### src/rtl/eq_search_ctrl.sv
// Sequential key-search controller: scans a sync-read table from address 0 and reports the first match.
// Optional build macro EQ_SEARCH_COUNT_ALL_EN: scan every entry and count all matches on match_count.

module comparator_eq #(
  parameter int N = 32
) (
  input  logic [N-1:0] i_a,
  input  logic [N-1:0] i_b,
  output logic         o_eq
);

  assign o_eq = (i_a == i_b);

endmodule

module eq_search_ctrl #(
  parameter int N     = 32,
  parameter int DEPTH = 16,
  parameter int AW    = $clog2(DEPTH)
) (
  input  logic          clk,
  input  logic          rst,
  input  logic          start,
  input  logic [N-1:0]  key,
  input  logic [AW:0]   len,
  output logic          mem_rd,
  output logic [AW-1:0] mem_addr,
  input  logic [N-1:0]  mem_rdata,
  output logic          busy,
  output logic          done,
  output logic          found,
  output logic [AW-1:0] match_addr
`ifdef EQ_SEARCH_COUNT_ALL_EN
  ,output logic [AW:0]  match_count
`endif
);

  typedef enum logic [1:0] {
    S_IDLE = 2'd0,
    S_READ = 2'd1,
    S_CMP  = 2'd2,
    S_DONE = 2'd3
  } state_t;

  localparam logic [AW:0]   LP_DEPTH   = (AW+1)'(DEPTH);
  localparam logic [AW:0]   LP_LEN_ONE = (AW+1)'(1'b1);
  localparam logic [AW-1:0] LP_IDX_ONE = AW'(1'b1);

  state_t        r_state;
  state_t        w_state_nxt;
  logic [AW-1:0] r_index;
  logic [AW-1:0] w_index_nxt;
  logic [N-1:0]  r_key;
  logic [N-1:0]  w_key_nxt;
  logic [AW:0]   r_len;
  logic [AW:0]   w_len_nxt;
  logic          r_found;
  logic          w_found_nxt;
  logic [AW-1:0] r_match_addr;
  logic [AW-1:0] w_match_addr_nxt;
  logic          r_mem_rd;
  logic          r_busy;
  logic          r_done;
  logic          w_eq;
  logic          w_last;
  logic [AW:0]   w_len_clip;
`ifdef EQ_SEARCH_COUNT_ALL_EN
  logic [AW:0]   r_match_count;
  logic [AW:0]   w_match_count_nxt;
`endif

  comparator_eq #(.N(N)) u_cmp (
    .i_a  (r_key),
    .i_b  (mem_rdata),
    .o_eq (w_eq)
  );

  // Lengths beyond the table are clipped so the scan never runs off the end.
  assign w_len_clip = (len > LP_DEPTH) ? LP_DEPTH : len;
  assign w_last     = ({1'b0, r_index} == (r_len - LP_LEN_ONE));

  // Next-state and next-value logic for the scan sequencer.
  always_comb begin
    w_state_nxt      = r_state;
    w_index_nxt      = r_index;
    w_key_nxt        = r_key;
    w_len_nxt        = r_len;
    w_found_nxt      = r_found;
    w_match_addr_nxt = r_match_addr;
`ifdef EQ_SEARCH_COUNT_ALL_EN
    w_match_count_nxt = r_match_count;
`endif
    case (r_state)
      S_IDLE: begin
        if (start) begin
          w_key_nxt        = key;
          w_len_nxt        = w_len_clip;
          w_found_nxt      = 1'b0;
          w_match_addr_nxt = '0;
          w_index_nxt      = '0;
`ifdef EQ_SEARCH_COUNT_ALL_EN
          w_match_count_nxt = '0;
`endif
          w_state_nxt      = (w_len_clip == '0) ? S_DONE : S_READ;
        end else begin
          w_state_nxt = S_IDLE;
        end
      end
      S_READ: begin
        w_state_nxt = S_CMP;
      end
      S_CMP: begin
`ifdef EQ_SEARCH_COUNT_ALL_EN
        if (w_eq) begin
          w_match_count_nxt = r_match_count + LP_LEN_ONE;
          w_found_nxt       = 1'b1;
          // Only the first hit of the scan is recorded as the match address.
          if (!r_found) begin
            w_match_addr_nxt = r_index;
          end else begin
            w_match_addr_nxt = r_match_addr;
          end
        end else begin
          w_match_count_nxt = r_match_count;
        end
        if (w_last) begin
          w_state_nxt = S_DONE;
        end else begin
          w_index_nxt = r_index + LP_IDX_ONE;
          w_state_nxt = S_READ;
        end
`else
        if (w_eq) begin
          w_found_nxt      = 1'b1;
          w_match_addr_nxt = r_index;
          w_state_nxt      = S_DONE;
        end else if (w_last) begin
          w_state_nxt = S_DONE;
        end else begin
          w_index_nxt = r_index + LP_IDX_ONE;
          w_state_nxt = S_READ;
        end
`endif
      end
      S_DONE: begin
        w_state_nxt = S_IDLE;
      end
      default: begin
        w_state_nxt = S_IDLE;
      end
    endcase
  end

  // State register.
  always_ff @(posedge clk or negedge rst) begin
    if (!rst) begin
      r_state <= S_IDLE;
    end else begin
      r_state <= w_state_nxt;
    end
  end

  // Datapath and output registers; strobes are decoded from the next state so they align with it.
  always_ff @(posedge clk or negedge rst) begin
    if (!rst) begin
      r_index      <= '0;
      r_key        <= '0;
      r_len        <= '0;
      r_found      <= 1'b0;
      r_match_addr <= '0;
      r_mem_rd     <= 1'b0;
      r_busy       <= 1'b0;
      r_done       <= 1'b0;
    end else begin
      r_index      <= w_index_nxt;
      r_key        <= w_key_nxt;
      r_len        <= w_len_nxt;
      r_found      <= w_found_nxt;
      r_match_addr <= w_match_addr_nxt;
      r_mem_rd     <= (w_state_nxt == S_READ);
      r_busy       <= (w_state_nxt != S_IDLE);
      r_done       <= (w_state_nxt == S_DONE);
    end
  end

`ifdef EQ_SEARCH_COUNT_ALL_EN
  // Match counter for the all-entries scan.
  always_ff @(posedge clk or negedge rst) begin
    if (!rst) begin
      r_match_count <= '0;
    end else begin
      r_match_count <= w_match_count_nxt;
    end
  end

  assign match_count = r_match_count;
`endif

  assign mem_rd     = r_mem_rd;
  assign mem_addr   = r_index;
  assign busy       = r_busy;
  assign done       = r_done;
  assign found      = r_found;
  assign match_addr = r_match_addr;

endmodule

### config.mk
export PLATFORM = sky130hd
export DESIGN_NAME = eq_search_ctrl
export DESIGN_NICKNAME = d
export VERILOG_FILES = /design/src/rtl/eq_search_ctrl.sv
export SDC_FILE = /design/constraint.sdc
export NUM_CORES = 1
export LEC_CHECK = 0
export CORE_ASPECT_RATIO = 2
export CORE_MARGIN = 5
export CORE_UTILIZATION = 41
export DETAILED_ROUTE_END_ITERATION = 8
export GPL_ROUTABILITY_DRIVEN = 1
export PLACE_DENSITY_LB_ADDON = 0.1
export SYNTH_ARGS = -nofsm -noshare
export SYNTH_HDL_FRONTEND = slang
export SYNTH_SLANG_ARGS = --single-unit
### constraint.sdc
create_clock -name clk -period 1.75 [get_ports clk]
set_input_delay 0.35 -clock clk [delete_from_list [all_inputs] [get_ports clk]]
set_output_delay 0.35 -clock clk [all_outputs]
set_load 0.005 [all_outputs]
==> metrics.txt <==
Port Buffers 83; Clock Sinks 51; setup slack, reg-to-reg -0.19 ns; Data required, critical path 1.92 ns; total congestion overflow 0; worst IR drop on VDD 0.00104 V; post-synth top area share 52.3%; Switching Fraction 34.7%; Fin Setup TNS -1.79 ns; Power per Cell Area 1390 nW/um2; DP HPWL 5190 um; Mapped Cells 264; number of enable flip-flop cells after synthesis 0; synthesized area 2440 um2; initial antenna violation count 0; post-synthesis adder-cell area fraction 1.03%; final WL 6760 um; DR WL/cell 15.7 um; placer congestion estimate 0.762; top cells by area, synth dfrtp_1 52%, nand2_1 16%, xor2_1 12%; CP Data Arrival Time 2.14 ns; final worst path period need 1.97 ns; synthesis-to-layout area growth 54.9%; failing checks negative setup slack; post-synthesis simple-gate area fraction 24.0%; Max Fclk 0.507 GHz; Min Hold Slack 0.0330 ns; worst-case reg-to-reg path depth 7; Pleak 1.86 nW; # DRC 0; clk slew on worst S/H paths 0.07 ns; worst relative slew slack 78.0%; pre-CTS setup slack -0.700 ns; Post-CTS Hold Fix Bufs 0; clock group share of total power 21.6%; Setup CP Type primary input to flop; most used flip-flop cell after synthesis dfrtp_1; most frequent cell after synthesis nand2_1; element type at the critical path end flop; worst clock skew 0.00465 ns; Filler cells 502; Pint 3.43 mW; Die W 64.6 um; largest net degree at the start of global routing 52; synth cell count leaders 103 x nand2_1, 51 x dfrtp_1, 33 x xor2_1, 9 x nor4_1, 8 x clkbuf_1; synth unique cells 33; switching power 1.82 mW; Die ar. 7690 um2; drt pass-1 iters 4; worst-path maximum fanout 4; RSZ-0062 raised after global routing yes; CTS root buffer clkbuf_16; Slew @ Worst Pin 0.330 ns; reg-to-reg startpoint r_key[4]; Comb pwr share 40.3%; Clk Latency, worst-skew pair 0.29 ns; Util after Layout 65.7%; first-pass GRT wire length 10,600 um; YS warnings 0; worst hold path class primary input to asynchronous set/reset pin; Initial Utilization 42.4%; global-route usage over all layers 18.3%; ANT cells 0; final hold viol count 0; syn_nets 338; largest family of logic cells by synthesized area simple AND/OR/NAND/NOR gates; Num CTS Buffers 5; Design Area, Final 3780 um2; Flop pwr share 38.2%; vias per cell 4.97; Synth Area per Inst 9.25 um2; top cell type by total area after synthesis dfrtp_1; outcome complete, but fails checks; die height 119 um; drt initial violations 60; startpoint types primary input; MaxCap Viol Count 0; Worst Setup Slack, final -0.222 ns; R2R Path End mem_addr[0]; register area share after synthesis 52.3%; Vias 2,139; Post-DP Area 3480 um2; Final Net Count 442; Site Rows 39; number of synthesized register bits 51; Synth Area in Compound Gates 6.56%; Routed Antenna Nets 0; ratio of final minimum period to clock period 113%; CTS HTree Levels 2; I/O pin count 84; ratio of cells with drive above 1 in the final layout 13.8%; vias in the first global route 2,214; CTS max path bufs 2; Final Max Tran Viols 0; post-synthesis mux area share 0.461%; CP Launch Point mem_rdata[16]; CTS tree done; # setup viols final 12; Synth async-reset ratio 100%; XOR/XNOR Fraction of Synth Area 13.3%; core area 5760 um2
worst max-delay path, stage by stage:
cell,delay (ns)
clkdlybuf4s50_1,0.42
xor2_1,0.18
nor4_2,0.29
nand4_1,0.18
or2_4,0.28
and4_4,0.19
mux2_4,0.26
worst max-delay path by stage:
stage               cells past startpoint  slack [ns]            end
floorplan                               7        0.01    mem_addr[0]
global placement                        8       -0.68  match_addr[1]
detailed placement                      8       -0.70  match_addr[0]
CTS                                     8       -0.24    mem_addr[0]
global route                            7       -0.29    mem_addr[0]
finish                                  7       -0.22    mem_addr[0]
sequential cells by signal (all words and copies together), names as in the netlist:
| signal | count |
|---|---|
| r_key | 32 |
| r_len | 5 |
| match_addr | 4 |
| mem_addr | 4 |
| r_state | 2 |
| busy | 1 |
| done | 1 |
| found | 1 |
| mem_rd | 1 |
routing by layer:
metal | vias up | track usage (%) | wire length [um]
li1 | 1062 | - | -
met3 | 14 | 3.77 | 309
met4 | 0 | 8.21 | 232
met1 | 993 | 17.8 | 2150
met2 | 70 | 35.6 | 4060
met5 | - | 0 | 0
layout by cell type, fill, tap and decap left out, drive strengths merged, types with 8 or more instances in the layout:
cell | synthesis | routed
nand2 | 103 | 103
clkdlybuf4s50 | 0 | 68
dfrtp | 51 | 51
xor2 | 33 | 33
buf | 1 | 24
nor4 | 9 | 9
dlygate4sd2 | 0 | 8
cell families (layout without fill, tap and decap cells):
family / after synthesis / count (layout)
AOI/OAI and AO/OA: 21 / 21
xor gates and xnor gates: 37 / 37
adders and majority gates: 2 / 2
buffers and inverters: 15 / 120
DFF: 51 / 51
muxes: 1 / 1
and+or+nand+nor: 137 / 137
final cells by class:
class / count / area [um2] / share of cell area (%)
sequential: 51 / 1280 / 33.7
multi-input combinational: 198 / 1200 / 31.9
clock inverter: 2 / 35.0 / 0.926
clock buffer: 6 / 139 / 3.67
inverter: 6 / 22.5 / 0.595
tap: 61 / 76.3 / 2.02
timing repair buffer: 106 / 1030 / 27.2
power groups by stage:
stage                     sequential [mW]  clock [mW]  combinational [mW]
final                                2.01        1.13                2.12
after global routing                 2.08        1.21                2.35
after CTS                            2.00        1.16                2.05
after detailed placement             2.02           0                1.97
after global placement               2.01           0                1.95
after floorplan                      1.97           0                1.14
per-stage QoR:
stage               power [mW]  std cells
floorplan                 3.11        264
global placement          3.95        418
detailed placement        4.00        418
CTS                       5.20        428
global route              5.64        430
finish                    5.25        430
timing repair:
| action | CTS | global route |
|---|---|---|
| buffers inserted | 2 | 2 |
| gates resized for setup | 15 | 15 |
| endpoints found under the setup margin | 13 | 13 |
| pin swaps | 16 | 18 |
(Power assumes the default switching activity.)
